## src/rtl/operador_pkg.sv

```systemverilog
// rtl/operador_pkg.sv - opcode constants and FSM state encoding shared by operador_param
package operador_pkg;

    localparam logic [3:0] OP_MUL = 4'b1010;
    localparam logic [3:0] OP_SUB = 4'b1011;
    localparam logic [3:0] OP_ADD = 4'b1100;
    localparam logic [3:0] OP_DIV = 4'b1101;

    typedef logic [1:0] state_t;

    localparam state_t ST_IDLE = 2'd0;
    localparam state_t ST_RUN  = 2'd1;
    localparam state_t ST_DONE = 2'd2;

endpackage

```

## src/rtl/operador_seq_core.sv

```systemverilog
// rtl/operador_seq_core.sv - W-cycle shift-add multiplier and restoring divider with bit counter
module operador_seq_core #(
    parameter int W = 4
) (
    input  logic           clk,
    input  logic           reset,
    input  logic           clr,
    input  logic           load,
    input  logic           is_div,
    input  logic [W-1:0]   a,
    input  logic [W-1:0]   b,
    output logic           last,
    output logic [2*W-1:0] res_next
);

    localparam int CW = $clog2(W);

    logic [CW-1:0]  cnt;
    logic           run;
    logic           div_mode;

    logic [2*W-1:0] mul_acc;
    logic [2*W-1:0] mul_mcand;
    logic [W-1:0]   mul_mplier;

    logic [W-1:0]   rem;
    logic [W-1:0]   quo;
    logic [W-1:0]   dvsr;

    logic [2*W-1:0] mul_acc_n;
    logic [W:0]     shifted;
    logic           fits;
    logic [W:0]     trial;
    logic [W-1:0]   rem_n;
    logic [W-1:0]   quo_n;

    // One multiplier bit per step, LSB first; partial product accumulates in mul_acc.
    assign mul_acc_n = mul_acc + (mul_mplier[0] ? mul_mcand : '0);

    // Restoring step: bring in next dividend bit, subtract divisor only when it fits.
    // The kept remainder is always below the divisor, so it fits back in W bits.
    assign shifted = {rem, quo[W-1]};
    assign fits    = (shifted >= {1'b0, dvsr});
    assign trial   = shifted - {1'b0, dvsr};
    assign rem_n   = fits ? trial[W-1:0] : shifted[W-1:0];
    assign quo_n   = {quo[W-2:0], fits};

    // The top captures res_next on the edge that performs the final step.
    assign res_next = div_mode ? {rem_n, quo_n} : mul_acc_n;
    assign last     = run && (cnt == CW'(W - 1));

    // Operand load, then one step per cycle for exactly W cycles.
    always_ff @(posedge clk) begin
        if (reset || clr) begin
            cnt        <= '0;
            run        <= 1'b0;
            div_mode   <= 1'b0;
            mul_acc    <= '0;
            mul_mcand  <= '0;
            mul_mplier <= '0;
            rem        <= '0;
            quo        <= '0;
            dvsr       <= '0;
        end else if (load) begin
            cnt        <= '0;
            run        <= 1'b1;
            div_mode   <= is_div;
            mul_acc    <= '0;
            mul_mcand  <= {{W{1'b0}}, a};
            mul_mplier <= b;
            rem        <= '0;
            quo        <= a;
            dvsr       <= b;
        end else if (run) begin
            cnt        <= cnt + CW'(1);
            run        <= !last;
            mul_acc    <= mul_acc_n;
            mul_mcand  <= mul_mcand << 1;
            mul_mplier <= mul_mplier >> 1;
            rem        <= rem_n;
            quo        <= quo_n;
        end
    end

endmodule

```

## src/rtl/operador_param.sv

```systemverilog
// rtl/operador_param.sv - parameterised ADD/SUB/MUL/DIV operator with IDLE/RUN/DONE control
import operador_pkg::*;

module operador_param #(
    parameter int W = 4
) (
    input  logic           clk,
    input  logic           reset,
    input  logic           clr,
    input  logic           start,
    input  logic [3:0]     OP,
    input  logic [W-1:0]   A,
    input  logic [W-1:0]   B,
    output logic [2*W-1:0] result,
    output logic           sinal,
    output logic           busy,
    output logic           done,
    output logic           err
);

    state_t         state;

    logic           accept;
    logic           seq_ok;
    logic           core_load;
    logic           core_last;
    logic [2*W-1:0] core_res;
    logic [2*W-1:0] add_res;
    logic [2*W-1:0] sub_res;

    assign accept = (state == ST_IDLE) && start;

    // Division by zero never enters RUN; it finishes immediately as an error.
    assign seq_ok    = (OP == OP_MUL) || ((OP == OP_DIV) && (B != '0));
    assign core_load = accept && seq_ok && !clr;

    assign add_res = {{W{1'b0}}, A} + {{W{1'b0}}, B};
    assign sub_res = {{W{1'b0}}, A} - {{W{1'b0}}, B};

    assign sinal = result[2*W-1];
    assign busy  = (state != ST_IDLE);

    operador_seq_core #(.W(W)) u_core (
        .clk      (clk),
        .reset    (reset),
        .clr      (clr),
        .load     (core_load),
        .is_div   (OP == OP_DIV),
        .a        (A),
        .b        (B),
        .last     (core_last),
        .res_next (core_res)
    );

    // Control FSM and output registers; result only ever takes final values.
    always_ff @(posedge clk) begin
        if (reset) begin
            state  <= ST_IDLE;
            result <= '0;
            err    <= 1'b0;
            done   <= 1'b0;
        end else if (clr) begin
            state  <= ST_IDLE;
            result <= '0;
            err    <= 1'b0;
            done   <= 1'b0;
        end else begin
            done <= 1'b0;
            case (state)
                ST_IDLE: begin
                    if (accept) begin
                        if (OP == OP_ADD) begin
                            result <= add_res;
                            err    <= 1'b0;
                            done   <= 1'b1;
                            state  <= ST_DONE;
                        end else if (OP == OP_SUB) begin
                            result <= sub_res;
                            err    <= 1'b0;
                            done   <= 1'b1;
                            state  <= ST_DONE;
                        end else if (seq_ok) begin
                            state  <= ST_RUN;
                        end else begin
                            err    <= 1'b1;
                            done   <= 1'b1;
                            state  <= ST_DONE;
                        end
                    end
                end
                ST_RUN: begin
                    if (core_last) begin
                        result <= core_res;
                        err    <= 1'b0;
                        done   <= 1'b1;
                        state  <= ST_DONE;
                    end
                end
                ST_DONE: begin
                    state <= ST_IDLE;
                end
                default: begin
                    state <= ST_IDLE;
                end
            endcase
        end
    end

endmodule

```

## config.mk

```make
export PLATFORM = sky130hd
export DESIGN_NAME = operador_param
export DESIGN_NICKNAME = d
export VERILOG_FILES = /design/src/rtl/operador_pkg.sv /design/src/rtl/operador_seq_core.sv /design/src/rtl/operador_param.sv
export SDC_FILE = /design/constraint.sdc
export NUM_CORES = 1
export LEC_CHECK = 0
export ABC_AREA = 1
export CAP_MARGIN = 20
export CORE_UTILIZATION = 35
export CTS_CLUSTER_DIAMETER = 150
export DETAILED_ROUTE_END_ITERATION = 10
export PLACE_DENSITY = 0.63
export SLEW_MARGIN = 5
export SYNTH_ARGS = -nofsm -noshare
export SYNTH_HDL_FRONTEND = slang
export SYNTH_SLANG_ARGS = --single-unit
```

## constraint.sdc

```tcl
create_clock -name clk -period 2.41 [get_ports clk]
set_input_delay 0.723 -clock clk [delete_from_list [all_inputs] [get_ports clk]]
set_output_delay 0.723 -clock clk [all_outputs]
set_load 0.01 [all_outputs]
```

==> metrics.txt <==
status=complete, no violations; Skew-Pair Late Insertion Delay=0.31 ns; Antenna Cells=0; part of the cycle the worst path needs=91.64%; area fraction of the dominant cell type after synthesis=30.96%; HP Class=reg -> reg; Worst Path Class, Setup=in -> reg; final WL=7771 microns; Buf+Inv Stages, Crit Path=2; Post-CTS Resized=0; first-pass GRT wire length=13,330 microns; Worst-path clk slew=0.09 ns; Post-Route Setup TNS=0 ns; grt ovf=0; fmax=452.8 MHz; Mapped Area=3104 sq um; unrepaired setup endpoints after global routing=false; Die Area=9250 sq um; Critical-path top delay cell=clkdlybuf4s50_1; Hold WS=0.4730 ns; leak pwr=1.834 nW; Worst Path Required=2.65 ns; total core area=8382 sq um; routed length per instance=12.68 microns; ys flop type=dfxtp_1; DIE WIDTH=96.18 microns; count leader, synth=nand2_1; DPL Wire Length=6054 microns; initial DRC count=160; post-synthesis sequential area ratio=30.96%; CP delay by family, top=buffers and inverters; DR DRC count=0; Final Max Tran Viols=0; worst slew pin tran=0.5368 ns; Post-synth top cells=nand2_1 (114), inv_1 (76), dfxtp_1 (48); worst hold start=u_core.mul_mcand[7]$_SDFFE_PP0P_; Final Hold Vio Count=0; Final setup viols=0; IO Pins=28; share of layout cells above drive strength 1=9.252%; postcts setup bufs=0; CTS root buffer=clkbuf_8; Power Total=0.001603 W; vias in the first global route=2,739; pre-CTS setup slack=-0.1156 ns; Mapped Cells=465; Setup crit end kind=flip-flop; Synth area leader=dfxtp_1; Mapped Nets=505; Slew HR=64.18%; row count=33; max cap viols=0; WP data arrival=2.44 ns; Worst Setup SP=B[0]; Final #Nets=547; Num CTS Buffers=5; vias per cell=4.783; worst ir drop on vdd=0.2039 mV; CP Max Fanout=3; clock sinks=48; Die Y=96.18 microns; Clock Skew=0.009908 ns; reg2reg start=u_core.mul_mcand[0]$_SDFFE_PP0P_; Initial Util=37.04%; Routed Antenna Nets=0; CP most frequent cell=a21oi_1; initial antenna violation count=0; Synth Register Bits=48; Synth cell types=37; Area Overhead vs Synth=19.71%; synth warn=0; Avg Inst Size Synth=6.676 sq um; I/O Buffers=27; Pre-antenna DRT Iters=4; startpoint types=input pin; Post-synth EDFFs=0; Async S/R FF share, synth=0%; largest net degree at the start of global routing=34; CTS tree=yes; top cells by area, synth=dfxtp_1 (31%), nand2_1 (14%), inv_1 (9.2%); min Tclk post-route=2.209 ns; routability cong.=0.8930; Worst Slack Setup Final=0.2015 ns; clk buf depth=2; PD cells=431.4 nW/um^2; htree depth=2; worst-path cell chain=clkdlybuf4s50_1, ha_1, inv_1, fa_1, o21bai_1, a21oi_1, nor3_1, nor2_1, a21oi_1; crit-path max cell delay=0.51 ns; Via Count=2,932; Hold-fix buffers, CTS=0; GRT Overall Usage=18.61%
stage by stage:
stage | utilization (%) | cell area, sq um | cells
after floorplan | - | 3104 | 465
final | 44.34 | 3716 | 613
after global routing | 44.34 | 3716 | 613
after detailed placement | 43.05 | 3608 | 605
after CTS | 44.34 | 3716 | 613
after global placement | 43.05 | 3608 | 605
cell type report:
class	instances	area [sq um]
clock inverter	2	35.03
fill	861	4666
sequential	48	960.9
inverter	82	312.8
tap	105	131.4
timing repair buffer	49	447.9
clock buffer	6	72.57
multi-input combinational	321	1755
layout by cell type (no fill, tap or decap), types with 2 or more instances in the layout:
master           Yosys  layout
nand2_1            114     114
inv_1               76      76
dfxtp_1             48      48
nand3_1             44      44
nor2_1              43      43
a21oi_1             34      34
clkdlybuf4s50_1      0      27
buf_4                1      21
ha_1                20      20
o21ai_0             15      15
nand4_1              9       9
o211ai_1             7       7
clkbuf_8             0       5
nand2_2              4       4
xor2_1               4       4
fa_1                 4       4
nand3_2              3       3
inv_2                3       3
a31oi_1              3       3
clkinv_1             2       2
o211a_1              2       2
xnor2_1              2       2
layer usage:
layer,vias to the layer above,GRT usage (%),wire [microns]
met3,6,2.291,294
met1,1304,26.88,3938
li1,1560,-,-
met2,62,29.31,3502
met4,0,4.104,36
met5,-,0,0
where the power goes:
part / internal (W) / switching [W]
registers: 0.000801 / 0.00000503
logic: 0.0000944 / 0.000114
clock network: 0.000308 / 0.000280
path summary, 6_finish.rpt:
| kind | to | slack, ns | depth (start not counted) |
|---|---|---|---|
| max | result[4]$_SDFFE_PP0P_ | 0.20 | 9 |
| min | u_core.mul_mcand[7]$_SDFFE_PP0P_ | 0.47 | 2 |
| max reg2reg | result[2]$_SDFFE_PP0P_ | 0.51 | 10 |
| min reg2reg | u_core.mul_mcand[7]$_SDFFE_PP0P_ | 0.47 | 2 |
tightest hold or removal path, delay by kind of cell, from the launching register on:
family,cells,cell delay (ns)
flops,1,0.32
simple gates,1,0.06
compound gates,1,0.05
state kept, by name (all words and copies together) (netlist names):
| name | count |
|---|---|
| done | 1 |
| err | 1 |
| result | 8 |
| state | 2 |
| u_core.cnt | 2 |
| u_core.div_mode | 1 |
| u_core.dvsr | 4 |
| u_core.mul_acc | 8 |
| u_core.mul_mcand | 8 |
| u_core.mul_mplier | 4 |
| u_core.quo | 4 |
| u_core.rem | 4 |
| u_core.run | 1 |
cells by family after synthesis:
logic type                 share of synthesized area (%)
AOI/OAI and AO/OA                                  12.41
buffers and inverters                              12.49
DFF                                                30.96
and+or+nand+nor                                    31.80
adders and majority gates                          10.64
xor gates and xnor gates                           1.693
Note: power is estimated with default switching activity, not from simulation.
